$ cat config.mk
export PLATFORM = sky130hd
export DESIGN_NAME = fm_iq_modulator_flat
export DESIGN_NICKNAME = d
export VERILOG_FILES = /design/src/rtl/fm_iq_modulator_if.sv /design/src/rtl/fm_iq_modulator.sv /design/src/flat_wrapper.sv
export SDC_FILE = /design/constraint.sdc
export NUM_CORES = 1
export LEC_CHECK = 0
export BUFFER_PORTS_ARGS = -buffer_cell sky130_fd_sc_hd__buf_2
export CAP_MARGIN = 5
export CORE_UTILIZATION = 64
export DETAILED_ROUTE_END_ITERATION = 10
export GPL_TIMING_DRIVEN = 0
export HOLD_SLACK_MARGIN = 0.08
export MAX_ROUTING_LAYER = met4
export PLACE_DENSITY = 0.95
export SLEW_MARGIN = 20
export SYNTH_ARGS = -nofsm -noshare
export SYNTH_HDL_FRONTEND = slang
export SYNTH_SLANG_ARGS = --single-unit
$ cat constraint.sdc
create_clock -name clk -period 4.3 [get_ports clk]
set_input_delay 1.29 -clock clk [delete_from_list [all_inputs] [get_ports clk]]
set_output_delay 1.29 -clock clk [all_outputs]
set_load 0.05 [all_outputs]
$ cat src/rtl/fm_iq_modulator_if.sv
// Sample-in / IQ-byte-out bus of the FM IQ modulator.
// The master drives audio samples; the slave answers with ready and the interleaved I/Q bytes.
interface fm_iq_modulator_if;
   logic        start_i;
   logic [15:0] data_i;
   logic        valid_i;
   logic        ready_o;
   logic [7:0]  data_o;
   logic        valid_o;

   modport master (
      output start_i, data_i, valid_i,
      input  ready_o, data_o, valid_o
   );

   modport slave (
      input  start_i, data_i, valid_i,
      output ready_o, data_o, valid_o
   );
endinterface

$ cat src/rtl/fm_iq_modulator.sv
// FM modulator: accumulates scaled audio into a 16-bit phase.
// Each sample becomes an interleaved cos/sin byte pair, I first and then Q.
module fm_iq_modulator #(
   parameter int DEV_SHIFT = 4,
   parameter int LUT_BITS  = 6
) (
   input  logic clk,
   input  logic rst,
   fm_iq_modulator_if.slave bus
);

   typedef enum logic [1:0] {IDLE, EMIT_I, EMIT_Q} state_t;

   localparam int LUT_SIZE = 1 << LUT_BITS;

   state_t              state_reg, state_next;
   logic [15:0]         phase_reg, phase_next;
   logic [7:0]          data_reg, data_next;
   logic                valid_reg, valid_next;
   logic                accept;
   logic signed [15:0]  incr;
   logic [LUT_BITS-1:0] lut_idx;
   logic [7:0]          cos_lut [0:LUT_SIZE-1];
   logic [7:0]          sin_lut [0:LUT_SIZE-1];

   // First quadrant of round(127*cos(2*pi*k/64)); the rest of the circle follows by symmetry.
   function automatic logic [7:0] quarter(input int k);
      case (k)
         0:       return 8'd127;
         1:       return 8'd126;
         2:       return 8'd125;
         3:       return 8'd122;
         4:       return 8'd117;
         5:       return 8'd112;
         6:       return 8'd106;
         7:       return 8'd98;
         8:       return 8'd90;
         9:       return 8'd81;
         10:      return 8'd71;
         11:      return 8'd60;
         12:      return 8'd49;
         13:      return 8'd37;
         14:      return 8'd25;
         15:      return 8'd12;
         default: return 8'd0;
      endcase
   endfunction

   function automatic logic [7:0] cos_val(input int k);
      int m;
      m = k % 64;
      if (m <= 16)      return quarter(m);
      else if (m <= 32) return -quarter(32 - m);
      else if (m <= 48) return -quarter(m - 32);
      else              return quarter(64 - m);
   endfunction

   // sin(k) = cos(k - 16) on a 64-step circle.
   genvar gi;
   generate
      for (gi = 0; gi < LUT_SIZE; gi++) begin : g_lut
         assign cos_lut[gi] = cos_val(gi);
         assign sin_lut[gi] = cos_val(gi + 48);
      end
   endgenerate

   assign incr        = $signed(bus.data_i) >>> DEV_SHIFT;
   assign lut_idx     = phase_reg[15 -: LUT_BITS];
   assign bus.ready_o = bus.start_i && (state_reg == IDLE || state_reg == EMIT_Q);
   assign accept      = bus.valid_i && bus.ready_o;
   assign bus.data_o  = data_reg;
   assign bus.valid_o = valid_reg;

   always_comb begin
      state_next = state_reg;
      phase_next = phase_reg;
      data_next  = data_reg;
      valid_next = 1'b0;
      if (accept) phase_next = phase_reg + $unsigned(incr);
      case (state_reg)
         IDLE: begin
            if (accept) state_next = EMIT_I;
         end
         EMIT_I: begin
            state_next = EMIT_Q;
            data_next  = cos_lut[lut_idx];
            valid_next = 1'b1;
         end
         EMIT_Q: begin
            // Q uses the pre-update phase; a new sample may be accepted on this same edge.
            state_next = accept ? EMIT_I : IDLE;
            data_next  = sin_lut[lut_idx];
            valid_next = 1'b1;
         end
         default: state_next = IDLE;
      endcase
   end

   always_ff @(posedge clk or negedge rst) begin
      if (!rst) begin
         state_reg <= IDLE;
         phase_reg <= 16'd0;
         data_reg  <= 8'd0;
         valid_reg <= 1'b0;
      end else begin
         state_reg <= state_next;
         phase_reg <= phase_next;
         data_reg  <= data_next;
         valid_reg <= valid_next;
      end
   end

endmodule

$ cat src/flat_wrapper.sv
// flat-port wrapper written by rule: the top's interface ports become plain ports
module fm_iq_modulator_flat 
#(
   parameter int DEV_SHIFT = 4,
   parameter int LUT_BITS  = 6
)
  (clk, rst, bus_start_i, bus_data_i, bus_valid_i, bus_ready_o, bus_data_o, bus_valid_o);
  fm_iq_modulator_if bus_i ();
  input  logic clk;
  input  logic rst;
  input wire logic [$bits(bus_i.start_i)-1:0] bus_start_i;
  input wire logic [$bits(bus_i.data_i)-1:0] bus_data_i;
  input wire logic [$bits(bus_i.valid_i)-1:0] bus_valid_i;
  output wire logic [$bits(bus_i.ready_o)-1:0] bus_ready_o;
  output wire logic [$bits(bus_i.data_o)-1:0] bus_data_o;
  output wire logic [$bits(bus_i.valid_o)-1:0] bus_valid_o;
  assign bus_i.start_i = bus_start_i;
  assign bus_i.data_i = bus_data_i;
  assign bus_i.valid_i = bus_valid_i;
  assign bus_ready_o = bus_i.ready_o;
  assign bus_data_o = bus_i.data_o;
  assign bus_valid_o = bus_i.valid_o;
  fm_iq_modulator #(.DEV_SHIFT(DEV_SHIFT), .LUT_BITS(LUT_BITS)) u_core (.clk(clk), .rst(rst), .bus(bus_i));
endmodule
# ---- Word level (Yosys, flattened, before mapping)
# Memories as Yosys holds them, arrays and structs flattened.
# Cells that the tools add are included.
dict set report op_classes {
  add_sub_neg 1
  n_mul 0
  div_mod_pow 0
  order_cmp 1
  eq_ne 3
  n_shift 0
  n_mux 9
  bitwise_logic 1
  reduce_logical 6
}
# cell n
set ops {}
lappend ops {{two-way mux 8 bit} 4}
lappend ops {{adder 16 bit} 1}
lappend ops {{case mux 8 bit (2 select lines)} 1}
lappend ops {{>= comparator 7 bit, second input constant} 1}
lappend ops {{inverter 6 -> 7 bit} 1}
lappend ops {{case mux 2 bit (3 select lines)} 1}
lappend ops {{equality test 2 x 1 -> 1 bit, second input constant} 1}
lappend ops {{equality test 2 bit, second input constant} 1}
lappend ops {{logical AND 1 bit} 2}
lappend ops {{logical NOT 2 bit} 1}
lappend ops {{two-way mux 1 bit} 2}
lappend ops {{two-way mux 2 bit} 1}
lappend ops {{!= test 2 x 1 -> 1 bit, second input constant} 1}
lappend ops {{nonzero test 2 bit} 1}
lappend ops {{OR reduction 2 bit} 1}
lappend ops {{logical OR 1 bit} 1}
dict set report word_totals {
  ff_bits 27
  latchBits 0
  ramBits 0
  rom_bits 1024
  inputBits 20
  out_inout_bits 10
  wordCells 27
  mem_count 2
}
# memory depth word_bits rd rd_ports_with_merged_regs write_ports line_no
set memory_table {}
lappend memory_table {{(name not given)} 64 8 1 0 0 fm_iq_modulator.sv:92} ;# data_next = sin_lut[lut_idx];
lappend memory_table {{(name not given)} 64 8 1 0 0 fm_iq_modulator.sv:86} ;# data_next = cos_lut[lut_idx];

# ---- Depth between registers and ports, before layout
# Gate-level depths: netlist (run 1).
dict set report depth {
  word_depth 6
  ltp_mapped 10
  ltp_nobuf 9
}

# ---- Worst setup path after synthesis (run 1)
# Ideal clock, no wire load.
dict set report synth_timing {
  path_type {input-to-reg}
  start {input port bus_data_i[4]}
  end {register u_core.phase_reg[14]}
  setup_time_ns 0.123
  arrival_time_ns 3.096
  required_ns 4.177
  slack_ns 1.081
  path_stages 9
  n_path_buf 0
  cell_sequence {ha_1 -> fa_1 -> a21o_1 -> a21oi_2 -> o21ai_2 -> a41o_4 -> a311oi_2 -> xor2_1 -> o21ai_1}
}
dict set report synth_via {
  elab_chain_len 1
}
# item line_no
set synth_rtl {}
lappend synth_rtl {{start, declared} flat_wrapper.sv:12} ;# input wire logic [$bits(bus_i.data_i)-1:0] bus_data_i;
lappend synth_rtl {{adder 16 bit} fm_iq_modulator.sv:79} ;# if (accept) phase_next = phase_reg + $unsigned(incr);
lappend synth_rtl {{end signal, assigned} fm_iq_modulator.sv:107} ;# phase_reg <= phase_next;
lappend synth_rtl {{end, declared} fm_iq_modulator.sv:17} ;# logic [15:0] phase_reg, phase_next;
# Every way passes these cells.
# A chain may end at the register's enable or synchronous reset.

# ---- Worst setup path in the final report (run 1)
# Same ends and word-level chain as after synthesis.

==> results of run 1 <==
==> layout make-up <==
class | count | area, um2 | share of cell area, %
Timing Repair Buffer | 25 | 125.1 | 4.139
Multi-Input combinational cell | 275 | 1919 | 63.49
Sequential cell | 27 | 675.6 | 22.35
Tap cell | 50 | 62.56 | 2.070
Clock inverter | 1 | 7.507 | 0.2483
Inverter | 17 | 63.81 | 2.111
Clock buffer | 3 | 41.29 | 1.366
Buffer | 22 | 127.6 | 4.222
==> routing by layer <==
metal / GRT usage [%] / share of wire [%] / wire, um / vias up
met2: 57.72 / 49 / 3577 / 166
met1: 40.18 / 39 / 2877 / 1283
met3: 6.667 / 8.6 / 631 / 35
met5: - / 0 / 0 / -
met4: 12.76 / 3.2 / 237 / 0
li1: - / - / - / 1310
==> cell families (layout without fill, tap and decap cells) <==
kind of cell | count (synthesis) | in the layout | share of synthesized area [%]
simple gates | 96 | 96 | 15.27
flops | 27 | 27 | 24.25
fa+ha+maj | 27 | 27 | 12.39
compound gates | 131 | 131 | 33.09
buf+inv | 39 | 68 | 6.870
mux | 9 | 9 | 4.355
xor+xnor | 12 | 12 | 3.772
==> where the power goes <==
group / switching (uW) / internal [uW]
clock network: 90.8 / 66.0
logic: 1320 / 829
registers: 101 / 380
total: 1510 / 1280
==> worst reg2reg max path, stage by stage (launching register included) <==
cell and delay, ns:
sky130_fd_sc_hd__dfrtp_1 0.64, sky130_fd_sc_hd__inv_2 0.13, sky130_fd_sc_hd__ha_1 0.46, sky130_fd_sc_hd__nor2b_1 0.30
sky130_fd_sc_hd__nand2_1 0.09, sky130_fd_sc_hd__nand2_1 0.09, sky130_fd_sc_hd__o311ai_1 0.10, sky130_fd_sc_hd__a221oi_1 0.38
sky130_fd_sc_hd__mux2i_1 0.16, sky130_fd_sc_hd__mux2_2 0.28
==> metrics by stage <==
| stage | setup slack [ns] | cell area, um2 | std cells | hold slack (ns) |
|---|---|---|---|---|
| floorplan | 1.081 | 2786 | 341 | 0.4485 |
| global placement | 0.8661 | 2974 | 416 | 0.4664 |
| detailed placement | 0.8115 | 2974 | 416 | 0.4834 |
| CTS | 1.112 | 3023 | 420 | 0.5055 |
| global route | 0.9843 | 3023 | 420 | 0.5324 |
| finish | 1.115 | 3023 | 420 | 0.5023 |
==> path summary, 6_finish.rpt <==
| check | cells past startpoint | startpoint | to |
|---|---|---|---|
| min in group asynchronous | 1 | rst | u_core.bus.data_o[4]$_DFFE_PN0P_ |
| worst max register to register | 9 | u_core.phase_reg[10]$_DFFE_PN0P_ | u_core.bus.data_o[1]$_DFFE_PN0P_ |
| worst min register to register | 2 | u_core.phase_reg[0]$_DFFE_PN0P_ | u_core.phase_reg[0]$_DFFE_PN0P_ |
| max in group asynchronous | 1 | rst | u_core.phase_reg[0]$_DFFE_PN0P_ |
| worst max-delay path | 10 | bus_data_i[4] | u_core.phase_reg[14]$_DFFE_PN0P_ |
| worst min-delay path | 2 | u_core.phase_reg[0]$_DFFE_PN0P_ | u_core.phase_reg[0]$_DFFE_PN0P_ |
==> cells in the final DEF, fill, tap and decap left out, types with 6 or more instances in the layout <==
cell type                 count
sky130_fd_sc_hd__o21ai_1     12
sky130_fd_sc_hd__nand2_1     38
sky130_fd_sc_hd__dfrtp_1     27
sky130_fd_sc_hd__ha_1        26
sky130_fd_sc_hd__nor2_1      29
sky130_fd_sc_hd__buf_2       37
sky130_fd_sc_hd__xnor2_1      7
sky130_fd_sc_hd__a21o_1       9
sky130_fd_sc_hd__inv_1       14
sky130_fd_sc_hd__nand3_1     10
sky130_fd_sc_hd__o21ai_0     30
sky130_fd_sc_hd__a21oi_1     22
sky130_fd_sc_hd__o21a_1       6
==> PnR_summary.wiki, run 1 <==
{| class="wikitable"
! Metric !! Value
|-
| Worst-path fanout max || 3
|-
| Worst setup EP type || register
|-
| Clock Pin Slew Worst Setup and Hold Paths || 0.11 ns
|-
| Proportion of netlist area held by the largest area contributor || 24.25%
|-
| Share of final-layout standard cells stronger than drive strength 1 || 19.19%
|-
| CTS tree || built
|-
| Via/cell ratio || 6.652
|-
| Power per Cell Area || 921.4 nW/um2
|-
| Worst-margin pin slew || 0.6436 ns
|-
| Final core occ || 73.97%
|-
| Min-Delay Path Class || reg -> reg
|-
| Root buffer selected by CTS || sky130_fd_sc_hd__clkbuf_8
|-
| Slew Limit Headroom || 57.09%
|-
| Cells after Synth || 341
|-
| Height of the chip || 67.99 um
|-
| Via count || 2794
|-
| Clock buffers created by TritonCTS || 3
|-
| Final worst clock skew || 0.004178 ns
|-
| Total Power Consumption || 2785 uW
|-
| Max Cap Violations || 0
|-
| Commonest cells post-synth || sky130_fd_sc_hd__nand2_1, sky130_fd_sc_hd__o21ai_0, sky130_fd_sc_hd__nor2_1
|-
| Setup Fix Bufs, Post-CTS || 0
|-
| Final HPWL from detailed placement || 5568 um
|-
| Cell family contributing the most delay on the critical path || compound AO/OA/AOI/OAI gates
|-
| Crit path required time || 4.48 ns
|-
| H-tree Lvls || 1
|-
| Number of distinct library cell variants in the gate-level netlist after synthesis || 64
|-
| Number of DRC markers in iteration 0 || 316
|-
| Leading post-synthesis cells by cell area || sky130_fd_sc_hd__dfrtp_1, sky130_fd_sc_hd__ha_1, sky130_fd_sc_hd__o21ai_0
|-
| Sequential element share of the synthesized area || 24.25%
|-
| Ordered list of cells on the worst path || buf_2 -> ha_1 -> fa_1 -> a21o_1 -> a21oi_2 -> o21ai_2 -> a41o_4 -> a311oi_2 -> xor2_1 -> o21ai_1
|-
| CTS Hold Bufs || 0
|-
| Deepest clock path buffer count || 2
|-
| Remaining DRCs || 0
|-
| Clock latency reported for the late side of the worst-skew pair || 0.28 ns
|-
| Worst-path cell with the longest stage delay || sky130_fd_sc_hd__fa_1
|-
| Final Hold Vio Count || 0
|-
| CP Data Arrival Time || 3.36 ns
|-
| Post-synth EDFFs || 0
|-
| Final ANT Viol Nets || 0
|-
| I/O pin cnt || 30
|-
| Number of resized instances in the post-cts repair step || 0
|-
| Overflow left after global routing || 0
|-
| Number of max-slew violations in the final report || 0
|-
| WL/cell || 17.44 um
|-
| Unrepaired setup endpoints after global routing || false
|-
| Global-route wire length before repair || 11700 um
|-
| Mean post-synth cell area || 8.171 um2
|-
| Horizontal die dimension || 67.99 um
|-
| Final setup fails || 0
|-
| Area growth syn-to-layout || 8.487%
|-
| Maximum single-stage delay on the critical path || 0.41 ns
|-
| Max rail drop VDD || 0.4739 mV
|-
| Via count of the first global-routing pass || 2567
|-
| Antenna Diode Count || 0
|-
| Final critical-path share of the clock period || 74.08%
|-
| Register-to-register path setup slack || 1.57 ns
|-
| Number of detailed-routing iterations run before antenna repair || 8
|-
| Run status || finished clean
|-
| Dominant register cell in the synthesized netlist || sky130_fd_sc_hd__dfrtp_1
|-
| Nets in the synthesized netlist || 388
|-
| Worst path bufs/invs || 1
|-
| Fraction of registers with async set or reset after synthesis || 100.0%
|-
| Input/output buffers || 25
|-
| Starting utilization of the core area || 68.19%
|-
| Mapped Area || 2786 um2
|-
| Maximum number of pins on one net before global-route repair || 28
|-
| Synthesis warning total || 0
|-
| Area of the core region || 4086 um2
|-
| RePlAce Congestion || 0.9973
|-
| Fillcell total || 314
|-
| Net count, final || 418
|-
| Worst setup SP type || primary input
|-
| Number of antenna violations at the first check in global routing || 0
|-
| TritonCTS sink count || 27
|-
| WL final || 7323 um
|-
| Total global-route track usage || 34.31%
|-
| Minimum clock period after layout || 3.185 ns
|-
| Critical Setup Path Class || in -> reg
|-
| Cell accounting for the most synthesized area || sky130_fd_sc_hd__dfrtp_1
|-
| Number of register bits inferred by synthesis || 27
|-
| Overall die area || 4622 um2
|-
| Final sum of negative setup slack || 0 ns
|-
| Cell leakage power || 0.001407 uW
|-
| Cell Rows || 23
|-
| Top achievable clock speed || 0.3139 GHz
|-
| Most numerous cell in the Yosys netlist || sky130_fd_sc_hd__nand2_1
|-
| Max FFs per register || 16
|}
Power figures use the tool's default switching activity.
==> run 2, diff against run 1 <==
Settings changed: CORE_UTILIZATION 64 to 54, PLACE_DENSITY 0.95 to 0.88.
Clock period 4.3 ns to 2.8 ns, I/O delays scaled along.
==> run 2 against run 1 <==
  * Critical path depth is the same
  * Design area is 0.70% higher
  * Cell count increased by 4.0%
==> PnR_summary.wiki, run 2 (synthesized netlist as in run 1, its figures left out) <==
{| class="wikitable"
! Metric !! Value
|-
| Run status || finished clean (unchanged)
|-
| Worst reg2reg path endpoint || u_core.bus.data_o[1]$_DFFE_PN0P_ (unchanged)
|-
| TritonCTS sink count || 27 (unchanged)
|-
| CTS Hold Bufs || 0 (unchanged)
|-
| Overflow left after global routing || 0 (unchanged)
|-
| Via/cell ratio || 6.268 (was 6.652)
|-
| H-tree Lvls || 1 (unchanged)
|-
| Deepest clock path buffer count || 2 (unchanged)
|-
| Number of detailed-routing iterations run before antenna repair || 5 (was 8)
|-
| Cell count after placement || 433 (was 416)
|-
| Share of final-layout standard cells stronger than drive strength 1 || 19.46% (was 19.19%)
|-
| Input/output buffers || 25 (unchanged)
|-
| Final cell count without fillers || 437 (was 420)
|-
| Worst-path fanout max || 3 (unchanged)
|-
| Final setup fails || 0 (unchanged)
|-
| Final critical-path share of the clock period || 95.67%
|-
| FF-to-FF path depth || 9 (unchanged)
|-
| Cell Rows || 25 (was 23)
|-
| Unrepaired setup endpoints after global routing || false (unchanged)
|-
| Number of DRC markers in iteration 0 || 280 (was 316)
|-
| Root buffer selected by CTS || sky130_fd_sc_hd__clkbuf_8 (unchanged)
|-
| Post-route cell area || 3044 um2 (was 3023 um2)
|-
| Most frequent cells in the layout || sky130_fd_sc_hd__nand2_1, sky130_fd_sc_hd__buf_2, sky130_fd_sc_hd__o21ai_0, sky130_fd_sc_hd__nor2_1, sky130_fd_sc_hd__dfrtp_1 (unchanged)
|-
| Overall die area || 5452 um2 (was 4622 um2)
|-
| Clock Pin Slew Worst Setup and Hold Paths || 0.09 ns (was 0.11 ns)
|-
| Hold path startpoint || u_core.phase_reg[7]$_DFFE_PN0P_ (was u_core.phase_reg[0]$_DFFE_PN0P_)
|-
| Starting utilization of the core area || 57.47% (was 68.19%)
|-
| Total global-route track usage || 28.16% (was 34.31%)
|-
| CP Data Arrival Time || 2.84 ns (was 3.36 ns)
|-
| Crit path to || u_core.phase_reg[14]$_DFFE_PN0P_ (unchanged)
|-
| Area growth syn-to-layout || 9.250% (was 8.487%)
|-
| Remaining DRCs || 0 (unchanged)
|-
| Max rail drop VDD || 0.7955 mV (was 0.4739 mV)
|-
| Critical Setup Path Class || in -> reg (unchanged)
|-
| I/O pin cnt || 30 (unchanged)
|-
| Worst setup EP type || register (unchanged)
|-
| Clock latency reported for the late side of the worst-skew pair || 0.27 ns (was 0.28 ns)
|-
| Power per Cell Area || 1392 nW/um2 (was 921.4 nW/um2)
|-
| Final ANT Viol Nets || 0 (unchanged)
|-
| Slew Limit Headroom || 54.61% (was 57.09%)
|-
| CTS tree || built (unchanged)
|-
| Final Hold Vio Count || 0 (unchanged)
|-
| Top achievable clock speed || 0.3733 GHz
|-
| Cell leakage power || 0.001409 uW (was 0.001407 uW)
|-
| Critical R2R Launch || u_core.phase_reg[10]$_DFFE_PN0P_ (unchanged)
|-
| Height of the chip || 73.84 um (was 67.99 um)
|-
| Area post-placement || 2995 um2 (was 2974 um2)
|-
| Global-route wire length before repair || 11470 um (was 11700 um)
|-
| Crit path required time || 2.96 ns (was 4.48 ns)
|-
| Minimum clock period after layout || 2.679 ns
|-
| Launching instance or port of the critical path || bus_data_i[4] (unchanged)
|-
| Max Cap Violations || 0 (unchanged)
|-
| Most frequent standard cell in the layout excluding fill and tap cells || sky130_fd_sc_hd__nand2_1 (unchanged)
|-
| Worst-margin pin slew || 0.6809 ns (was 0.6436 ns)
|-
| Area of the core region || 4848 um2 (was 4086 um2)
|-
| Final worst clock skew || 0.001543 ns (was 0.004178 ns)
|-
| WL final || 7073 um (was 7323 um)
|-
| Via count || 2739 (was 2794)
|-
| Via count of the first global-routing pass || 2499 (was 2567)
|-
| Worst setup SP type || primary input (unchanged)
|-
| WL/cell || 16.19 um (was 17.44 um)
|-
| Net count, final || 418 (unchanged)
|-
| Max FFs per register || 16 (unchanged)
|-
| Min-Delay Path Class || reg -> reg (unchanged)
|-
| Number of antenna violations at the first check in global routing || 0 (unchanged)
|-
| Antenna Diode Count || 0 (unchanged)
|-
| Final core occ || 62.79% (was 73.97%)
|-
| RePlAce Congestion || 0.9687 (was 0.9973)
|-
| Maximum number of pins on one net before global-route repair || 28 (unchanged)
|-
| Clock buffers created by TritonCTS || 3 (unchanged)
|-
| Final HPWL from detailed placement || 5261 um (was 5568 um)
|-
| Final sum of negative setup slack || 0 ns (unchanged)
|-
| Number of max-slew violations in the final report || 0 (unchanged)
|-
| Horizontal die dimension || 73.84 um (was 67.99 um)
|-
| Register-to-register path setup slack || 0.19 ns (was 1.57 ns)
|-
| Total Power Consumption || 4237 uW (was 2785 uW)
|}
## run 2: changes by cell type in the layout (fill, tap and decap cells not counted), sizes merged
cell,previous run,this run
clkinv,0,1
clkinvlp,1,0
## run 2: cell type report
cell class              instances  area (um2)
flip-flops and latches         27       675.6
fillers                       405        1804
clock inverters                 1       5.005
well taps                      67       83.83
plain buffers                  22       127.6
inverters                      17       63.81
clock buffers                   3       41.29
repair buffers                 25       125.1
multi-input cells             275        1922
## run 2: worst min-delay path by stage
stage	endpoint	slack (ns)	cells past startpoint
final	u_core.phase_reg[7]$_DFFE_PN0P_	0.50	2
after CTS	u_core.phase_reg[0]$_DFFE_PN0P_	0.50	2
after global routing	u_core.phase_reg[2]$_DFFE_PN0P_	0.52	2
after detailed placement	u_core.phase_reg[0]$_DFFE_PN0P_	0.47	2
after global placement	u_core.phase_reg[0]$_DFFE_PN0P_	0.47	2
after floorplan	u_core.phase_reg[0]$_DFFE_PN0P_	0.45	2
## run 2: critical path, cell delays in order
cell and delay (ns):
sky130_fd_sc_hd__buf_2 0.10, sky130_fd_sc_hd__ha_1 0.22, sky130_fd_sc_hd__fa_2 0.36, sky130_fd_sc_hd__a21o_1 0.18
sky130_fd_sc_hd__a21oi_2 0.21, sky130_fd_sc_hd__o21ai_2 0.10, sky130_fd_sc_hd__a41o_4 0.29, sky130_fd_sc_hd__a311oi_2 0.30
sky130_fd_sc_hd__xor2_1 0.17, sky130_fd_sc_hd__o21ai_1 0.07
## run 2: timing repair
action	4_1_cts	5_1_grt
gates resized for setup	0	1
setup endpoints to repair	0	1
setup buffers	0	0
## run 2: metrics by stage
| step | setup WS (ns) | hold slack [ns] |
|---|---|---|
| finish | 0.1212 | 0.4980 |
| global route | 0.02623 | 0.5222 |
| CTS | 0.06234 | 0.4954 |
| detailed placement | -0.2235 | 0.4722 |
| global placement | -0.1959 | 0.4662 |
| floorplan | 0.03109 | 0.4485 |
## run 2: layer usage
metal | track usage [%] | vias to the layer above | share of wire [%] | wire length (um)
met5 | - | - | 0 | 0
met4 | 8.974 | 0 | 2.2 | 153
met3 | 4.252 | 17 | 6.8 | 482
met2 | 46.38 | 133 | 48 | 3392
met1 | 35.36 | 1273 | 43 | 3044
li1 | - | 1316 | - | -
## run 2: where the power goes
group          total, uW  leakage (uW)  switching [uW]  internal (uW)
clock network        224     0.0000255             124           99.8
registers            735      0.000330             151            584
logic               3280       0.00105            2010           1270
==> run 3, diff against run 2 <==
Settings changed: ABC_AREA set to 1.
==> run 3 against run 2 <==
  * Synthesized cell count up 33%
  * Sequential power up 0.8%
  * Total power down 6.9%
  * Largest cell class unchanged
  * Largest power group unchanged
  * Critical path type is now reg -> out
  * Synthesized area up 0.76%
  * Clock power up 4%
  * Sequential share of layout area down 0.13 points
  * Design area up 0.58%
  * Highest routed layer unchanged
  * Die area up 0.73%
  * Cell count up 26%
  * Combinational power down 9.5%
  * Hold slack worse by 0.010 ns
==> PnR_summary.wiki, run 3 <==
{| class="wikitable"
! Metric !! Value
|-
| Run status || finished clean (unchanged)
|-
| Min-Delay Path Class || reg -> reg (unchanged)
|-
| Unrepaired setup endpoints after global routing || false (unchanged)
|-
| Dominant register cell in the synthesized netlist || sky130_fd_sc_hd__dfrtp_1 (unchanged)
|-
| Max rail drop VDD || 0.6207 mV (was 0.7955 mV)
|-
| Fraction of registers with async set or reset after synthesis || 100.0% (unchanged)
|-
| Maximum single-stage delay on the critical path || 0.42 ns (was 0.36 ns)
|-
| Most frequent standard cell in the layout excluding fill and tap cells || sky130_fd_sc_hd__nand2_1 (unchanged)
|-
| CTS tree || built (unchanged)
|-
| RePlAce Congestion || 0.9786 (was 0.9687)
|-
| Clock buffers created by TritonCTS || 3 (unchanged)
|-
| Power per Cell Area || 1289 nW/um2 (was 1392 nW/um2)
|-
| Combined flip-flop and latch cell area || 675.6 um2 (unchanged)
|-
| Worst setup SP type || register (was primary input)
|-
| Main combinational cell family by area after synthesis || simple AND/OR/NAND/NOR gates (was compound AO/OA/AOI/OAI gates)
|-
| Commonest cells post-synth || sky130_fd_sc_hd__nand2_1, sky130_fd_sc_hd__inv_1, sky130_fd_sc_hd__nand3_1 (was sky130_fd_sc_hd__nand2_1, sky130_fd_sc_hd__o21ai_0, sky130_fd_sc_hd__nor2_1)
|-
| Post-synthesis mux area share || 0% (was 4.356%)
|-
| Most numerous cell in the Yosys netlist || sky130_fd_sc_hd__nand2_1 (unchanged)
|-
| Horizontal die dimension || 74.11 um (was 73.84 um)
|-
| Total global-route track usage || 29.29% (was 28.16%)
|-
| Worst setup EP type || primary output (was register)
|-
| Overflow left after global routing || 0 (unchanged)
|-
| Minimum clock period after layout || 2.420 ns (was 2.679 ns)
|-
| Input/output buffers || 25 (unchanged)
|-
| Register-to-register path setup slack || 0.79 ns (was 0.19 ns)
|-
| Number of antenna violations at the first check in global routing || 0 (unchanged)
|-
| Cell family contributing the most delay on the critical path || flip-flops (was compound AO/OA/AOI/OAI gates)
|-
| Share of final-layout standard cells stronger than drive strength 1 || 10.56% (was 19.46%)
|-
| Worst-path fanout max || 6 (was 3)
|-
| Sequential element share of the synthesized area || 24.06% (was 24.25%)
|-
| Antenna Diode Count || 0 (unchanged)
|-
| Max Cap Violations || 0 (unchanged)
|-
| WL/cell || 13.13 um (was 16.19 um)
|-
| Simple-gate share of the synthesized area || 40.02% (was 15.27%)
|-
| Crit path required time || 1.96 ns (was 2.96 ns)
|-
| Arithmetic-cell share of the synthesized area counting full adders, half adders and majority gates || 12.30% (was 12.39%)
|-
| Deepest clock path buffer count || 2 (unchanged)
|-
| Final Hold Vio Count || 0 (unchanged)
|-
| Clock latency reported for the late side of the worst-skew pair || 0.28 ns (was 0.27 ns)
|-
| Slew Limit Headroom || 56.87% (was 54.61%)
|-
| Proportion of netlist area held by the largest area contributor || 24.06% (was 24.25%)
|-
| Worst path bufs/invs || 2 (was 1)
|-
| Multi-input logic area || 1829 um2 (was 1922 um2)
|-
| Worst-path cell with the longest stage delay || sky130_fd_sc_hd__dfrtp_1 (was sky130_fd_sc_hd__fa_2)
|-
| Via count of the first global-routing pass || 2740 (was 2499)
|-
| Starting utilization of the core area || 57.91% (was 57.47%)
|-
| Area of the core region || 4848 um2 (unchanged)
|-
| Nets in the synthesized netlist || 501 (was 388)
|-
| Fillcell total || 478 (was 405)
|-
| Net count, final || 531 (was 418)
|-
| Worst-margin pin slew || 0.6469 ns (was 0.6809 ns)
|-
| Overall die area || 5492 um2 (was 5452 um2)
|-
| Final sum of negative setup slack || 0 ns (unchanged)
|-
| H-tree Lvls || 1 (unchanged)
|-
| Mean post-synth cell area || 6.184 um2 (was 8.171 um2)
|-
| Root buffer selected by CTS || sky130_fd_sc_hd__clkbuf_8 (unchanged)
|-
| Top achievable clock speed || 0.4132 GHz (was 0.3733 GHz)
|-
| Number of DRC markers in iteration 0 || 262 (was 280)
|-
| Final core occ || 63.15% (was 62.79%)
|-
| Number of resized instances in the post-cts repair step || 0 (unchanged)
|-
| Synthesis warning total || 0 (unchanged)
|-
| Area growth syn-to-layout || 9.046% (was 9.250%)
|-
| Final setup fails || 0 (unchanged)
|-
| Number of register bits inferred by synthesis || 27 (unchanged)
|-
| CTS Hold Bufs || 0 (unchanged)
|-
| Fraction of synthesized cell area in xor and xnor cells || 1.872% (was 3.772%)
|-
| TritonCTS sink count || 27 (unchanged)
|-
| Mapped Area || 2808 um2 (was 2786 um2)
|-
| Max FFs per register || 16 (unchanged)
|-
| Via/cell ratio || 5.424 (was 6.268)
|-
| WL final || 7221 um (was 7073 um)
|-
| Remaining DRCs || 0 (unchanged)
|-
| I/O pin cnt || 30 (unchanged)
|-
| Cell Rows || 25 (unchanged)
|-
| Number of max-slew violations in the final report || 0 (unchanged)
|-
| Number of detailed-routing iterations run before antenna repair || 6 (was 5)
|-
| Cells after Synth || 454 (was 341)
|-
| Number of distinct library cell variants in the gate-level netlist after synthesis || 33 (was 64)
|-
| Post-synth EDFFs || 0 (unchanged)
|-
| Cell leakage power || 0.001729 uW (was 0.001409 uW)
|-
| Final critical-path share of the clock period || 86.43% (was 95.67%)
|-
| Via count || 2983 (was 2739)
|-
| Final worst clock skew || 0.01243 ns (was 0.001543 ns)
|-
| Final ANT Viol Nets || 0 (unchanged)
|-
| Compound-gate portion of the synthesized area || 10.96% (was 33.09%)
|-
| CP Data Arrival Time || 1.58 ns (was 2.84 ns)
|-
| Clock Pin Slew Worst Setup and Hold Paths || 0.09 ns (about the same)
|-
| Critical Setup Path Class || reg -> out (was in -> reg)
|-
| Leading post-synthesis cells by cell area || sky130_fd_sc_hd__dfrtp_1, sky130_fd_sc_hd__nand2_1, sky130_fd_sc_hd__ha_1 (was sky130_fd_sc_hd__dfrtp_1, sky130_fd_sc_hd__ha_1, sky130_fd_sc_hd__o21ai_0)
|-
| Ordered list of cells on the worst path || inv_1 -> ha_1 -> o21a_1 -> buf_2 (was buf_2 -> ha_1 -> fa_2 -> a21o_1 -> a21oi_2 -> o21ai_2 -> a41o_4 -> a311oi_2 -> xor2_1 -> o21ai_1)
|-
| Final HPWL from detailed placement || 5605 um (was 5261 um)
|-
| Cell accounting for the most synthesized area || sky130_fd_sc_hd__dfrtp_1 (unchanged)
|-
| Setup Fix Bufs, Post-CTS || 0 (unchanged)
|-
| Height of the chip || 74.11 um (was 73.84 um)
|-
| Maximum number of pins on one net before global-route repair || 28 (unchanged)
|-
| Global-route wire length before repair || 12120 um (was 11470 um)
|-
| Most frequent cells in the layout || sky130_fd_sc_hd__nand2_1, sky130_fd_sc_hd__inv_1, sky130_fd_sc_hd__nand3_1, sky130_fd_sc_hd__buf_2, sky130_fd_sc_hd__nor2_1 (was sky130_fd_sc_hd__nand2_1, sky130_fd_sc_hd__buf_2, sky130_fd_sc_hd__o21ai_0, sky130_fd_sc_hd__nor2_1, sky130_fd_sc_hd__dfrtp_1)
|}
==> run 3: changes by cell type in the layout (fill, tap and decap cells not counted), sizes merged, moves of 6 or more <==
cell,delta
a21oi,-6
inv,+42
nand3,+41
buf,-6
a21o,-10
o21ai,-12
nand2,+129
==> run 3: tightest hold or removal path, stage by stage (launching register included) <==
cell and delay, ns:
sky130_fd_sc_hd__dfrtp_1 0.35, sky130_fd_sc_hd__nand2_1 0.05, sky130_fd_sc_hd__nand2_1 0.06
==> run 3: routing by layer <==
metal	part of all wire (%)	routed length, um	vias to the layer above	track usage [%]
met5	0	0	-	-
li1	-	-	1510	-
met4	1.8	128	0	7.479
met3	9.6	693	17	3.388
met2	43	3092	142	44.04
met1	46	3306	1314	41.74
==> run 3: final timing paths <==
| check | start | to | cells after the start |
|---|---|---|---|
| min in group asynchronous | rst | u_core.phase_reg[6]$_DFFE_PN0P_ | 1 |
| worst max register to register | u_core.phase_reg[10]$_DFFE_PN0P_ | u_core.bus.data_o[0]$_DFFE_PN0P_ | 10 |
| max in group asynchronous | rst | u_core.bus.data_o[0]$_DFFE_PN0P_ | 1 |
| worst min register to register | u_core.bus.data_o[6]$_DFFE_PN0P_ | u_core.bus.data_o[6]$_DFFE_PN0P_ | 2 |
| worst max-delay path | u_core.state_reg[0]$_DFFE_PN0P_ | bus_ready_o | 4 |
| worst min-delay path | u_core.bus.data_o[6]$_DFFE_PN0P_ | u_core.bus.data_o[6]$_DFFE_PN0P_ | 2 |
==> run 3: layout make-up <==
type                    count  area share, %
multi-input cells         356          59.75
repair buffers             25          4.087
plain buffers              11          2.534
inverters                  60          7.356
clock buffers               4          1.471
well taps                  67          2.738
flip-flops and latches     27          22.07
==> run 3: cells by family after synthesis <==
logic type                 Yosys count
adders and majority gates           27
xor gates and xnor gates             6
DFF                                 27
and+or+nand+nor                    265
AOI/OAI and AO/OA                   58
buffers and inverters               71
==> run 3: metrics by stage <==
stage	hold WS [ns]	cells	worst slack, ns	instance area [um2]	power, uW
2_1_floorplan	0.4528	454	0.6651	2808	2987
3_3_place_gp	0.4585	546	0.4100	3017	3586
3_5_place_dp	0.4611	546	0.3974	3017	3641
4_1_cts	0.4877	550	0.3745	3062	3887
5_1_grt	0.5085	550	0.3155	3062	4340
6_report	0.4875	550	0.3799	3062	3946
==> run 3: power breakdown <==
part	switching [uW]	internal (uW)	total [uW]
clock network	131	102	233
registers	160	581	741
logic	1990	981	2970
total	2280	1660	3950
